**src/rtl/booth_radix4_multiplier_if.sv**
```systemverilog
// Operand/product handshake bundle for booth_radix4_multiplier.
// The source drives the master side; the multiplier is the slave.
interface booth_radix4_multiplier_if #(
    parameter int WIDTH = 16
);
    logic                 in_valid;
    logic                 in_ready;
    logic [WIDTH-1:0]     in_a;
    logic [WIDTH-1:0]     in_b;
    logic                 in_signed;
    logic                 out_valid;
    logic                 out_ready;
    logic [2*WIDTH-1:0]   product;

    modport master (
        output in_valid, in_a, in_b, in_signed, out_ready,
        input  in_ready, out_valid, product
    );

    modport slave (
        input  in_valid, in_a, in_b, in_signed, out_ready,
        output in_ready, out_valid, product
    );
endinterface

```
**src/rtl/booth_radix4_multiplier.sv**
```systemverilog
// Sequential radix-4 Booth multiplier, signed/unsigned per operation, with
// valid/ready handshakes on operands and product.
module booth_radix4_multiplier #(
    parameter int WIDTH = 16
) (
    input  logic                        clk,
    input  logic                        reset,
    booth_radix4_multiplier_if.slave    bus
);
    localparam int PWIDTH = 2 * WIDTH;
    localparam int ITER   = WIDTH / 2 + 1;
    localparam int EW     = WIDTH + 2;
    localparam int PW     = 2 * EW + 1;
    localparam int CW     = $clog2(ITER + 1);

    typedef enum logic [1:0] {
        S_IDLE = 2'd0,
        S_CALC = 2'd1,
        S_DONE = 2'd2
    } state_t;

    state_t              state_q, state_d;
    logic [PW-1:0]       acc_q, acc_d;
    logic [EW-1:0]       a_q, a_d;
    logic [CW-1:0]       cnt_q, cnt_d;
    logic                in_ready_q, in_ready_d;
    logic                out_valid_q, out_valid_d;
    logic [PWIDTH-1:0]   product_q, product_d;
    logic [EW:0]         sum_s;
    logic [PW-1:0]       step_s;
    logic [EW-1:0]       b_ext_s;

    // Radix-4 recoding; EW+1 bits so that +/-2A never overflows.
    function automatic logic [EW:0] booth_term(input logic [2:0] sel, input logic [EW-1:0] a);
        logic [EW:0] a1;
        logic [EW:0] a2;
        a1 = {a[EW-1], a};
        a2 = {a, 1'b0};
        case (sel)
            3'b001, 3'b010: booth_term = a1;
            3'b011:         booth_term = a2;
            3'b100:         booth_term = -a2;
            3'b101, 3'b110: booth_term = -a1;
            default:        booth_term = {(EW+1){1'b0}};
        endcase
    endfunction

    // Next-state, datapath step and registered-output targets.
    always_comb begin
        state_d     = state_q;
        acc_d       = acc_q;
        a_d         = a_q;
        cnt_d       = cnt_q;
        product_d   = product_q;
        b_ext_s     = bus.in_signed ? {{2{bus.in_b[WIDTH-1]}}, bus.in_b} : {2'b00, bus.in_b};
        sum_s       = {acc_q[PW-1], acc_q[PW-1:EW+1]} + booth_term(acc_q[2:0], a_q);
        step_s      = {sum_s[EW], sum_s, acc_q[EW:2]};

        case (state_q)
            S_IDLE: begin
                if (in_ready_q && bus.in_valid) begin
                    state_d = S_CALC;
                    a_d     = bus.in_signed ? {{2{bus.in_a[WIDTH-1]}}, bus.in_a} : {2'b00, bus.in_a};
                    acc_d   = {{EW{1'b0}}, b_ext_s, 1'b0};
                    cnt_d   = {CW{1'b0}};
                end else begin
                    state_d = S_IDLE;
                end
            end
            S_CALC: begin
                acc_d = step_s;
                cnt_d = cnt_q + {{(CW-1){1'b0}}, 1'b1};
                if (cnt_q == CW'(ITER - 1)) begin
                    state_d   = S_DONE;
                    product_d = step_s[PWIDTH:1];
                end else begin
                    state_d   = S_CALC;
                end
            end
            S_DONE: begin
                if (bus.out_ready) begin
                    state_d = S_IDLE;
                end else begin
                    state_d = S_DONE;
                end
            end
            default: begin
                state_d = S_IDLE;
            end
        endcase

        in_ready_d  = (state_d == S_IDLE);
        out_valid_d = (state_d == S_DONE);
    end

    // State and datapath registers; in_ready_q also acts as the reset-release synchroniser.
    always_ff @(posedge clk or negedge reset) begin
        if (!reset) begin
            state_q     <= S_IDLE;
            acc_q       <= {PW{1'b0}};
            a_q         <= {EW{1'b0}};
            cnt_q       <= {CW{1'b0}};
            in_ready_q  <= 1'b0;
            out_valid_q <= 1'b0;
            product_q   <= {PWIDTH{1'b0}};
        end else begin
            state_q     <= state_d;
            acc_q       <= acc_d;
            a_q         <= a_d;
            cnt_q       <= cnt_d;
            in_ready_q  <= in_ready_d;
            out_valid_q <= out_valid_d;
            product_q   <= product_d;
        end
    end

    assign bus.in_ready  = in_ready_q;
    assign bus.out_valid = out_valid_q;
    assign bus.product   = product_q;
endmodule
```
**src/flat_wrapper.sv**
```systemverilog
// flat-port wrapper written by rule: the top's interface ports become plain ports
module booth_radix4_multiplier_flat 
#(
    parameter int WIDTH = 16
)
  (clk, reset, bus_in_valid, bus_in_a, bus_in_b, bus_in_signed, bus_out_ready, bus_in_ready, bus_out_valid, bus_product);
  booth_radix4_multiplier_if #(.WIDTH(WIDTH)) bus_i ();
  input  logic clk;
  input  logic reset;
  input wire logic [$bits(bus_i.in_valid)-1:0] bus_in_valid;
  input wire logic [$bits(bus_i.in_a)-1:0] bus_in_a;
  input wire logic [$bits(bus_i.in_b)-1:0] bus_in_b;
  input wire logic [$bits(bus_i.in_signed)-1:0] bus_in_signed;
  input wire logic [$bits(bus_i.out_ready)-1:0] bus_out_ready;
  output wire logic [$bits(bus_i.in_ready)-1:0] bus_in_ready;
  output wire logic [$bits(bus_i.out_valid)-1:0] bus_out_valid;
  output wire logic [$bits(bus_i.product)-1:0] bus_product;
  assign bus_i.in_valid = bus_in_valid;
  assign bus_i.in_a = bus_in_a;
  assign bus_i.in_b = bus_in_b;
  assign bus_i.in_signed = bus_in_signed;
  assign bus_i.out_ready = bus_out_ready;
  assign bus_in_ready = bus_i.in_ready;
  assign bus_out_valid = bus_i.out_valid;
  assign bus_product = bus_i.product;
  booth_radix4_multiplier #(.WIDTH(WIDTH)) u_core (.clk(clk), .reset(reset), .bus(bus_i));
endmodule
```
**config.mk**
```make
export PLATFORM = sky130hd
export DESIGN_NAME = booth_radix4_multiplier_flat
export DESIGN_NICKNAME = d
export VERILOG_FILES = /design/src/rtl/booth_radix4_multiplier_if.sv /design/src/rtl/booth_radix4_multiplier.sv /design/src/flat_wrapper.sv
export SDC_FILE = /design/constraint.sdc
export NUM_CORES = 1
export LEC_CHECK = 0
export CAP_MARGIN = 5
export CELL_PAD_IN_SITES_DETAIL_PLACEMENT = 1
export CELL_PAD_IN_SITES_GLOBAL_PLACEMENT = 1
export CORE_MARGIN = 5
export CORE_UTILIZATION = 46
export DETAILED_ROUTE_END_ITERATION = 8
export GPL_TIMING_DRIVEN = 0
export PLACE_DENSITY_LB_ADDON = 0.1
export SLEW_MARGIN = 20
export SYNTH_ARGS = -nofsm -noshare
export SYNTH_HDL_FRONTEND = slang
export SYNTH_SLANG_ARGS = --single-unit
```
**constraint.sdc**
```tcl
create_clock -name clk -period 9.59 [get_ports clk]
set_clock_uncertainty 0.05 [all_clocks]
set_input_delay 2.3975 -clock clk [delete_from_list [all_inputs] [get_ports clk]]
set_output_delay 2.3975 -clock clk [all_outputs]
set_load 0.005 [all_outputs]
```
==> key figures <==
Setup path
  – Crit Reg-Reg Endpoint: u_core.acc_q[33]$_DFFE_PN0P_
  – Max incr delay on CP: between 0.6 and 0.7 ns
  – R2R Setup Slk: 5.07 ns
  – CP endpoint kind: register
  – Critical path class: reg2reg
  – CP startpoint kind: register
  – CP Data Required Time: between 9 and 10 ns
  – CP Buf/Inv Count: 1
  – CP delay by family, top: compound AO/OA/AOI/OAI gates
  – Worst reg2reg path startpoint: u_core.a_q[2]$_DFFE_PN0P_
  – Cells along the critical path: clkbuf_1 > or4_1 > or3_1 > nand2_1 > nand2_1 > a211o_1 > o22ai_1 > ha_1 > and4_1 > o21a_1 > a21oi_1 > o21ai_0 > a221oi_1 > xor2_1 > o21ai_0
  – Critical-path top delay cell: or4_1
  – CP arrival: 4.69 ns
  – Crit path max fanout: 8
  – R2R depth: 15

Final layout
  – Diode count: 0
  – Final Core Density: 0.579
  – Register area: 2330 um^2
  – Layout cells sized above 1: 0.0723
  – Commonest non-fill, non-tap cells in the layout: 125 x nand2_1, 93 x dfrtp_1, 69 x clkdlybuf4s50_1
  – Most common cell after layout, fill and taps aside: nand2_1
  – # nets final: about 760
  – Final instance area: 6660 um^2
  – Synth-to-Final Area Change: 21.8%
  – Fill cells: 1332
  – Multi-input gate area: 2930 um^2

Clock tree
  – # H-tree levels: 3
  – Reg clk slew, reported paths: 0.07 ns
  – TritonCTS clock tree: done
  – Skew-Pair Late Insertion Delay: 0.35 ns
  – Num CTS Buffers: 9
  – CTS resizes: 0
  – CTS Buffer Depth: 2
  – Sink Count: 93
  – Clk root buf: clkbuf_16
  – Post-CTS setup buffers: 0
  – # hold bufs at CTS: 0

Placed design
  – Buffers on Ports: 70
  – Dpl cell area: 6380 um^2
  – Setup WS pre-CTS: 4.85 ns
  – RD Place Congestion: 0.896
  – Dpl hpwl: 13.3 mm

STA
  – Pins over their slew limit: 0
  – Tcrit/Tclk final: 0.472
  – Setup violations, final: 0
  – RSZ-0062 raised after global routing: false
  – Hold Fails Final Rpt: 0
  – Final worst setup slack: 5.07 ns
  – Max Clk Rate: 221 MHz
  – Headroom to the max-slew limit: 0.456
  – Final worst path period need: approximately 4.5 ns
  – Actual slew at the worst max-slew pin: 0.814 ns
  – Fin Setup TNS: 0 ns

Floorplanning
  – Core area: 11500 um^2
  – Die area: 14200 um^2
  – Initial Util: 0.475
  – # IOs: 71
  – Die X: 119 um
  – # rows: 39
  – Die Span Y: 119 um

Synthesis
  – Post-synthesis cell count: just over 600
  – Syn_area_per_cell: 8.85 um^2
  – Synth cell types: 60
  – Mapped Area: around 5500 um^2
  – Top_reg_cell synth: dfrtp_1
  – Post-synth EDFFs: 0
  – Number of synthesized register bits: 93
  – Register area share after synthesis: 0.425
  – Synth warn: 0
  – Async set or reset register ratio after synthesis: 1.00
  – Syn_nets: roughly 680

Drt
  – Drt drc: 0
  – DR vias: 5059
  – Per-cell routed wire length: roughly 21 um
  – DRT Pass-1 Iters: 5
  – Iter 0 DRT Violations: 290
  – WL final: around 18 mm
  – DRT antenna net count: 0
  – Routed vias/inst: 5.97

Power
  – Power density over cell area: 452 nW/um^2
  – P_leak: just under 0.003 uW
  – VDD IR max: 0.200 mV

Hold path
  – Hold-critical path depth: 2
  – Hold EP: u_core.bus.product[25]$_DFFE_PN0P_
  – Hold Path Class: reg2reg
  – Hold_sp: u_core.bus.product[25]$_DFFE_PN0P_

Global route
  – Grt ovf: 0
  – GR Util All Layers: 0.258
  – Initial antenna violation count: 0
  – Vias in the first global route: 5440
  – Wire length of the first global-routing pass: 29.3 mm
  – Pin count of the biggest net entering global routing: 77

Status
  – Status: finished, final reports clean

Job
  – Max-cap violations: 0
-- worst max-delay path by stage --
stage	start	endpoint	cells past startpoint
final	u_core.a_q[2]$_DFFE_PN0P_	u_core.acc_q[33]$_DFFE_PN0P_	15
after CTS	u_core.a_q[0]$_DFFE_PN0P_	u_core.bus.product[31]$_DFFE_PN0P_	16
after floorplan	u_core.a_q[5]$_DFFE_PN0P_	u_core.acc_q[33]$_DFFE_PN0P_	16
after global routing	u_core.a_q[2]$_DFFE_PN0P_	u_core.acc_q[33]$_DFFE_PN0P_	15
after detailed placement	bus_in_valid	u_core.acc_q[13]$_DFFE_PN0P_	7
after global placement	reset	u_core.bus.product[11]$_DFFE_PN0P_	1
-- flip-flops by register name, summed over array words and instances (netlist names) --
name,flops
u_core.bus.out_valid,1
u_core.bus.product,32
u_core.a_q,17
u_core.bus.in_ready,1
u_core.cnt_q,4
u_core.state_q,2
u_core.acc_q,36
-- where the power goes --
| group | internal [uW] | switching (uW) |
|---|---|---|
| registers | 583 | 144 |
| logic | 774 | 1160 |
| clock network | 186 | 164 |
-- cell families (layout without fill, tap and decap cells) --
group,after synthesis,in the layout,share of synthesized area
and+or+nand+nor,227,227,0.189
AOI/OAI and AO/OA,168,168,0.196
DFF,93,93,0.425
buffers and inverters,53,140,0.0396
xor gates and xnor gates,30,30,0.0480
muxes,25,25,0.0503
adders and majority gates,22,22,0.0517
-- cells in the mapped netlist, types with 3 or more instances --
cell | number | share of area
or2_2 | 3 | 0.0034
nand2_1 | 125 | 0.086
o31ai_1 | 4 | 0.0055
a21oi_1 | 25 | 0.023
a32oi_1 | 4 | 0.0064
dfrtp_1 | 93 | 0.43
inv_1 | 12 | 0.0082
xor2_1 | 13 | 0.021
a22oi_1 | 19 | 0.026
nor3_1 | 4 | 0.0037
or3_1 | 5 | 0.0057
nand3_1 | 24 | 0.022
nor2b_1 | 5 | 0.0057
a211oi_1 | 5 | 0.0069
o22ai_1 | 12 | 0.014
nand2b_1 | 7 | 0.0080
o21a_1 | 3 | 0.0041
a221oi_1 | 5 | 0.0080
mux2i_1 | 5 | 0.0091
o21ai_0 | 58 | 0.053
a31oi_1 | 3 | 0.0034
a22o_1 | 4 | 0.0064
mux2_2 | 20 | 0.041
buf_1 | 3 | 0.0021
a21o_1 | 5 | 0.0069
o211ai_1 | 3 | 0.0041
a311oi_1 | 4 | 0.0064
xnor2_1 | 17 | 0.027
ha_1 | 21 | 0.048
clkbuf_1 | 34 | 0.023
nor2_1 | 35 | 0.024
-- per-layer routing --
layer / part of all wire / GRT usage / vias up
li1: - / - / 2360
met1: 0.45 / 0.336 / 2553
met2: 0.49 / 0.433 / 121
met3: 0.039 / 0.0469 / 25
met4: 0.022 / 0.0883 / 0
met5: 0 / 0 / -
-- stage by stage --
step / total power [uW] / instances / hold slack, ns
after floorplan: 1980 / 618 / 0.399
after global placement: 2530 / 831 / 0.412
after detailed placement: 2630 / 832 / 0.424
after CTS: 3010 / 848 / 0.440
after global routing: 3250 / 848 / 0.464
final: 3010 / 848 / 0.435
-- worst register-to-register path, cell delays in order (launching register included) --
cell and delay (ns):
dfrtp_1 0.36, clkbuf_1 0.20, or4_1 0.62, or3_1 0.47, nand2_1 0.10, nand2_1 0.07, a211o_1 0.31, o22ai_1 0.29
ha_1 0.36, and4_1 0.25, o21a_1 0.11, a21oi_1 0.31, o21ai_0 0.25, a221oi_1 0.37, xor2_1 0.20, o21ai_0 0.09
-- layout make-up --
cell class	instances	share of cell area
multi-input combinational	472	0.439
sequential	93	0.349
timing repair buffer	71	0.109
clock buffer	11	0.0364
tap	143	0.0269
buffer	41	0.0257
inverter	12	0.00676
clock inverter	5	0.00620
No activity file was read; power rests on OpenSTA's default activity.
